### config.mk
export PLATFORM = sky130hd
export DESIGN_NAME = read_last_tracker
export DESIGN_NICKNAME = d
export VERILOG_FILES = /design/src/rtl/read_last_tracker.sv
export SDC_FILE = /design/constraint.sdc
export NUM_CORES = 1
export LEC_CHECK = 0
export CAP_MARGIN = 20
export CORE_ASPECT_RATIO = 0.9
export CORE_UTILIZATION = 26
export DETAILED_ROUTE_END_ITERATION = 7
export HOLD_SLACK_MARGIN = 0.1
export PLACE_DENSITY = 0.81
export SLEW_MARGIN = 10
export SYNTH_ARGS = -nofsm -noshare
export SYNTH_HDL_FRONTEND = slang
export SYNTH_SLANG_ARGS = --single-unit
### constraint.sdc
create_clock -name clk_i -period 2.4 [get_ports clk_i]
set_input_delay 0.36 -clock clk_i [delete_from_list [all_inputs] [get_ports clk_i]]
set_output_delay 0.36 -clock clk_i [all_outputs]
set_load 0.01 [all_outputs]
### src/rtl/read_last_tracker.sv
// Tracks which PHY read segments close an AXI transaction and masks r_last on the rest.
// R channel passes through with zero latency; reads stall upstream while Depth segments are outstanding.
module read_last_tracker #(
   parameter int DataWidth = 64,
   parameter int Depth     = 4
) (
   input  logic                       clk_i,
   input  logic                       rst_ni,
   input  logic                       cmd_valid_i,
   output logic                       cmd_ready_o,
   output logic                       cmd_valid_o,
   input  logic                       cmd_ready_i,
   input  logic                       is_write_i,
   input  logic                       seg_final_i,
   input  logic [DataWidth-1:0]       r_data_i,
   output logic [DataWidth-1:0]       r_data_o,
   input  logic                       r_valid_i,
   output logic                       r_valid_o,
   input  logic                       r_ready_i,
   output logic                       r_ready_o,
   input  logic                       r_last_i,
   output logic                       r_last_o,
   output logic [$clog2(Depth):0]     pending_o,
   output logic                       err_o
);

   localparam int PtrW = $clog2(Depth);
   localparam int CntW = PtrW + 1;

   logic [Depth-1:0] r_fifo;
   logic [PtrW-1:0]  r_wptr;
   logic [PtrW-1:0]  r_rptr;
   logic [CntW-1:0]  r_pending;
   logic             r_err;

   logic w_full;
   logic w_empty;
   logic w_rd_blk;
   logic w_push;
   logic w_beat;
   logic w_pop;
   logic w_orphan;

   assign w_full   = (r_pending == CntW'(Depth));
   assign w_empty  = (r_pending == '0);
   // Writes are never tracked, so a full tracker only blocks read segments.
   assign w_rd_blk = w_full & ~is_write_i;

   assign cmd_valid_o = cmd_valid_i & ~w_rd_blk;
   assign cmd_ready_o = cmd_ready_i & ~w_rd_blk;

   assign w_push   = cmd_valid_o & cmd_ready_i & ~is_write_i;
   assign w_beat   = r_valid_i & r_ready_i;
   assign w_pop    = w_beat & r_last_i & ~w_empty;
   assign w_orphan = w_beat & r_last_i & w_empty;

   assign r_data_o  = r_data_i;
   assign r_valid_o = r_valid_i;
   assign r_ready_o = r_ready_i;
   assign r_last_o  = w_empty ? r_last_i : (r_last_i & r_fifo[r_rptr]);

   assign pending_o = r_pending;
   assign err_o     = r_err;

   always_ff @(posedge clk_i or negedge rst_ni) begin
      if (!rst_ni) begin
         r_fifo    <= '0;
         r_wptr    <= '0;
         r_rptr    <= '0;
         r_pending <= '0;
         r_err     <= 1'b0;
      end else begin
         if (w_push) begin
            r_fifo[r_wptr] <= seg_final_i;
            r_wptr         <= r_wptr + PtrW'(1);
         end
         if (w_pop) begin
            r_rptr <= r_rptr + PtrW'(1);
         end
         case ({w_push, w_pop})
            2'b10:   r_pending <= r_pending + CntW'(1);
            2'b01:   r_pending <= r_pending - CntW'(1);
            default: r_pending <= r_pending;
         endcase
         if (w_orphan) begin
            r_err <= 1'b1;
         end
      end
   end

endmodule

==> metrics.cfg, run 1 <==
[run_status]
status = completed

[die]
fp.dieH_um = 66.0
fp.dieW_um = 73.1
coreArea_mm2 = 0.00421
rows = 22
io_pins = 146
start_util_pct = 28.1
dieArea_mm2 = 0.00482

[critical_path]
arrival_ns = 2.36
critical_path.cell_chain = or3b_4 > and3_4 > inv_1 > ha_1 > inv_1 > fa_1 > xor2_1 > nor2_1 > xor2_1
reg2regPathDepth = 9
cp_slowest_cell = dfrtp_1
required_ns = 2.55
slowest_delay_ns = 0.43
crit_type = reg2reg
cp-start-kind = flip-flop
reg2reg_from = pending_o[0]
cp-end-kind = flip-flop
cp_max_fo = 7
cp-startpoint = pending_o[0]

[detailed_routing]
vias = 521
drt_iter0_markers = 22
routed_wl_um = 1510
drc = 0
antenna_left = 0
wl_per_cell_um = 11.2
vias_per_cell = 3.86
dr.pass1.iters = 3

[final_layout]
drive_gt1_share_pct = 18.7
stdcell_area_um2 = 996
stdcell_count = 135
nNetsFinal = 155
area.growth.synth_to_final_pct = -15.8
antenna_cells = 0

[clock_network]
htreeDepth = 1
clock-sinks = 12
holdBufCountCts = 0
clk_pin_slew_ns = 0.05
cts_tree = done
ctsLongestPathBuffers = 2
root_buffer = clkbuf_8
post_cts_buffers = 0
ctsResizeCount = 0
cts_buffers = 3
clk_latency_ns = 0.24

[yosys]
syn_area_mm2 = 0.00118
ys_warn_count = 0
synth_common_cells = 66 x buf_4, 12 x dfrtp_1, 6 x inv_1
ys_async_sr_fraction_pct = 100
ys.flop_type = dfrtp_1
yosysSeqAreaShare_pct = 25.4
yosys.cell_types.count = 20
synth.top_cells.by_area = buf_4 42%, dfrtp_1 25%, mux2_4 6.3%, ha_1 5.3%, and4_1 3.0%
synth_edf_count = 0
syn_nets = 198
yosys.area.top_type = buf_4
syn_area_per_cell_um2 = 9.94
ys_ff_latch = 12
syn_inst = 119
yosysMostFrequentCell = buf_4
yosysTopAreaCellShare_pct = 41.9

[timing]
fin_setup_tns_ns = 0
hold_viol_final = 0
slew_violations = 0
worst_slew_pin_slew_ns = 0.517
rsz0062_at_grt = no
fin_crit_sh_pct = 92.0
slew_headroom_pct = 65.4
fin_worst_skew_ns = 0.00399
timing.fmax_mhz = 453
period_minus_slack_ns = 2.21
setup_viol = 0

[pwr]
power.density_mw_per_mm2 = 1080
ir_drop_v = 0.000232
p_leak_nw = 0.429

[global_routing]
antenna_found_initial = 0
overflow = 0
grt_pass1_vias = 561
grtUsageTotal_pct = 7.03
grt_start_max_net_pins = 13
grt_pass1_wl_um = 2530

[hold_path]
min_path_type = reg2reg
hold_depth = 1
hold_path_startpoint = err_o

[place]
dp_hpwl_um = 1220
portBuffers = 17
gp_congestion = 0.661
place_area_um2 = 940
place_inst = 131

[job]
maxCapViolCount = 0

per-stage QoR:
stage / hold WS, ns / total power, mW / util (%) / setup slack, ns
after global routing: 0.503 / 1.17 / 23.6 / 0.0118
after global placement: 0.465 / 0.854 / 22.3 / 0.105
after detailed placement: 0.455 / 0.870 / 22.3 / 0.0874
after CTS: 0.467 / 1.10 / 23.6 / 0.154
final: 0.461 / 1.07 / 23.6 / 0.191
after floorplan: 0.0644 / 0.778 / - / 0.276
state kept, by name, indices dropped and copies added (netlist names):
name and cells:
r_fifo 4, pending_o 3, r_rptr 2, r_wptr 2
err_o 1
routing by layer:
layer / track usage [%] / share of wire (%)
met1: 6.50 / 38
met2: 10.8 / 48
met3: 5.95 / 14
met4: 3.68 / 0.40
met5: 0 / 0
final timing paths:
path                                endpoint  slack, ns
worst max-delay path            pending_o[2]       0.19
worst min-delay path                   err_o       0.46
worst max register to register  pending_o[2]       0.19
worst min register to register         err_o       0.46
max in group asynchronous       pending_o[2]       1.56
min in group asynchronous          r_rptr[0]       0.47
cells in the final DEF, fill, tap and decap left out, types with 2 or more instances in the layout:
master           Yosys  layout
xor2_1               4       4
clkdlybuf4s50_1      0      17
o21a_1               3       3
dfrtp_1             12      11
mux2_4               5       5
clkbuf_8             0       4
nor2_1               2       2
xnor2_1              2       2
ha_1                 5       5
and4_1               4       4
inv_1                6       6
worst max-delay path: cells and delay by family, from the launching register on:
kind                     cells  cell delay (ns)
AND/OR/NAND/NOR              3             0.74
adder cells (fa/ha/maj)      2             0.54
flip-flops                   1             0.43
buffers and inverters        2             0.11
XOR/XNOR                     2             0.30
cells by family (layout without fill, tap and decap cells):
kind of cell,after synthesis,in the layout,share of synthesized area (%)
buf+inv,72,28,43.8
flops,12,12,25.4
simple gates,12,12,7.51
mux,7,7,9.10
fa+ha+maj,6,6,6.98
xor+xnor,6,6,4.44
compound gates,4,4,2.75
final cells by class:
cell class                 count  area (µm²)
fill                         445        3220
clock buffer                   4        55.1
inverter                       6        22.5
tap                           60        75.1
timing repair buffer          18         178
sequential                    12         302
multi-input combinational     35         364
report_power, final:
part | leakage, nW | internal [mW] | switching (mW)
combinational | 0.259 | 0.286 | 0.172
clock | 0.0288 | 0.145 | 0.0712
sequential | 0.142 | 0.308 | 0.0916
Note: power is estimated with default switching activity, not from simulation.
==> run 2, diff against run 1 <==
--- a/config.mk
+++ b/config.mk
@@ -7,5 +7,5 @@
 export LEC_CHECK = 0
 export CAP_MARGIN = 20
-export CORE_ASPECT_RATIO = 0.9
+export CORE_ASPECT_RATIO = 1.25
 export CORE_UTILIZATION = 26
 export DETAILED_ROUTE_END_ITERATION = 7
==> constraint.sdc (replaced) <==
create_clock -name clk_i -period 2.4 [get_ports clk_i]
set_input_delay 0.24 -clock clk_i [delete_from_list [all_inputs] [get_ports clk_i]]
set_output_delay 0.24 -clock clk_i [all_outputs]
set_load 0.01 [all_outputs]
==> metrics.cfg, run 2 (same netlist as run 1, synthesis figures left out) <==
[final_layout]
regArea_um2 = 300  ; -0.41%
mostFrequentLayoutCells = 17 x clkdlybuf4s50_1, 12 x dfrtp_1, 6 x inv_1
fillers = 482  ; +8.3%
antenna_cells = 0  ; unchanged
stdcell_count = 132  ; -2.2%
nNetsFinal = 155  ; unchanged
multi_input_area_um2 = 364  ; unchanged
top_register = r_fifo
largest_reg_flops = 4  ; unchanged
area.growth.synth_to_final_pct = -17.2
layout_commonest_cell = clkdlybuf4s50_1
drive_gt1_share_pct = 16.2  ; -2.5 points

[timing]
fin_crit_sh_pct = 92.9  ; +0.85 points
slew_violations = 0  ; unchanged
period_minus_slack_ns = 2.23  ; +0.0204 ns
worst_slew_pin_slew_ns = 0.565  ; +0.0475 ns
rsz0062_at_grt = no
timing.fmax_mhz = 449  ; -0.92%
setup_viol = 0  ; unchanged
fin_worst_skew_ns = 0.00488  ; +0.000891 ns
hold_viol_final = 0  ; unchanged
slew_headroom_pct = 62.2  ; -3.2 points
fin_setup_tns_ns = 0  ; unchanged

[die]
coreArea_mm2 = 0.00439  ; +4.3%
fp.dieW_um = 62.3  ; -15%
fp.dieH_um = 77.4  ; +17%
start_util_pct = 26.9  ; -1.2 points
rows = 27  ; +23%
io_pins = 146  ; unchanged
dieArea_mm2 = 0.00482  ; about the same

[clock_network]
clock-sinks = 12  ; unchanged
clk_pin_slew_ns = 0.05  ; about the same
htreeDepth = 1  ; unchanged
cts_tree = done
post_cts_buffers = 0  ; unchanged
ctsResizeCount = 0  ; unchanged
ctsLongestPathBuffers = 2  ; unchanged
root_buffer = clkbuf_8
cts_buffers = 3  ; unchanged
clk_latency_ns = 0.24  ; about the same
holdBufCountCts = 0  ; unchanged

[hold_path]
min_path_type = in2async

[critical_path]
cp-start-kind = flip-flop
required_ns = 2.56  ; about the same
crit_type = reg2reg
cp-end-kind = flip-flop
cp_max_fo = 7  ; unchanged
arrival_ns = 2.39  ; +0.03 ns

[detailed_routing]
dr.pass1.iters = 4  ; +1
vias_per_cell = 3.98  ; +3.1%
antenna_left = 0  ; unchanged
wl_per_cell_um = 13.8  ; +24%
drc = 0  ; unchanged
routed_wl_um = 1830  ; +21%
vias = 525  ; +0.77%
drt_iter0_markers = 5  ; -77%

[global_routing]
overflow = 0  ; unchanged
antenna_found_initial = 0  ; unchanged
grtUsageTotal_pct = 8.23  ; +1.2 points
grt_start_max_net_pins = 13  ; unchanged
grt_pass1_vias = 621  ; +11%
grt_pass1_wl_um = 2980  ; +18%

[run_status]
status = completed

[place]
portBuffers = 17  ; unchanged
place_inst = 129  ; -1.5%
dp_hpwl_um = 1450  ; +18%
gp_congestion = 0.648  ; -2.0%

[pwr]
ir_drop_v = 0.000173  ; -26%
power.density_mw_per_mm2 = 1070  ; -0.97%
p_leak_nw = 0.423  ; -1.4%

[job]
maxCapViolCount = 0  ; unchanged

-- run 2: cell types whose count changed in the layout (fill, tap and decap cells not counted), sizes merged --
cell / delta
clkbuf: -1
-- run 2: cell type report --
cell class / instances / area share, %
clock buffers: 3 / 4.22
inverters: 6 / 2.30
multi-input cells: 35 / 37.2
flip-flops and latches: 12 / 30.7
well taps: 58 / 7.42
repair buffers: 18 / 18.2
-- run 2: worst max-delay path, cell delays in order (launching register included) --
cell and delay, ns:
dfrtp_1 0.43, or3b_4 0.43, and3_4 0.21, inv_1 0.06
ha_1 0.17, inv_1 0.06, fa_1 0.37, xor2_1 0.15
nor2_1 0.12, xor2_1 0.15
-- run 2: worst paths after layout --
kind / slack (ns) / cells after the start / end / startpoint
max: 0.17 / 9 / pending_o[2] / pending_o[0]
min: 0.37 / 1 / r_rptr[1] / rst_ni
max reg2reg: 0.17 / 9 / pending_o[2] / pending_o[0]
min reg2reg: 0.48 / 1 / r_rptr[1] / r_rptr[1]
max in group asynchronous: 1.66 / 1 / r_fifo[1] / rst_ni
min in group clk_i: 0.48 / 0 / r_data_o[0] / r_data_i[0]
-- run 2: layer usage --
layer / global-route usage (%) / part of all wire (%) / vias to the layer above
li1: - / - / 226
met1: 7.19 / 33 / 240
met2: 12.5 / 45 / 27
met3: 3.97 / 13 / 32
met4: 10.2 / 8.4 / 0
met5: 0 / 0 / -
-- run 2: power breakdown --
part,internal (mW),total (mW),switching (mW)
Clock,0.110,0.180,0.0693
Sequential,0.306,0.399,0.0922
Combinational,0.286,0.466,0.180
Total,0.703,1.04,0.341
-- run 2: through the flow --
stage	instance area (µm²)	power [mW]	setup WS (ns)	hold WS (ns)	util (%)
2_1_floorplan	1180	0.778	0.276	-0.0556	-
3_3_place_gp	937	0.859	0.185	0.469	21.3
3_5_place_dp	937	0.874	0.126	0.476	21.3
4_1_cts	978	1.07	0.162	0.386	22.3
5_1_grt	978	1.13	0.0612	0.428	22.3
6_report	978	1.04	0.171	0.366	22.3
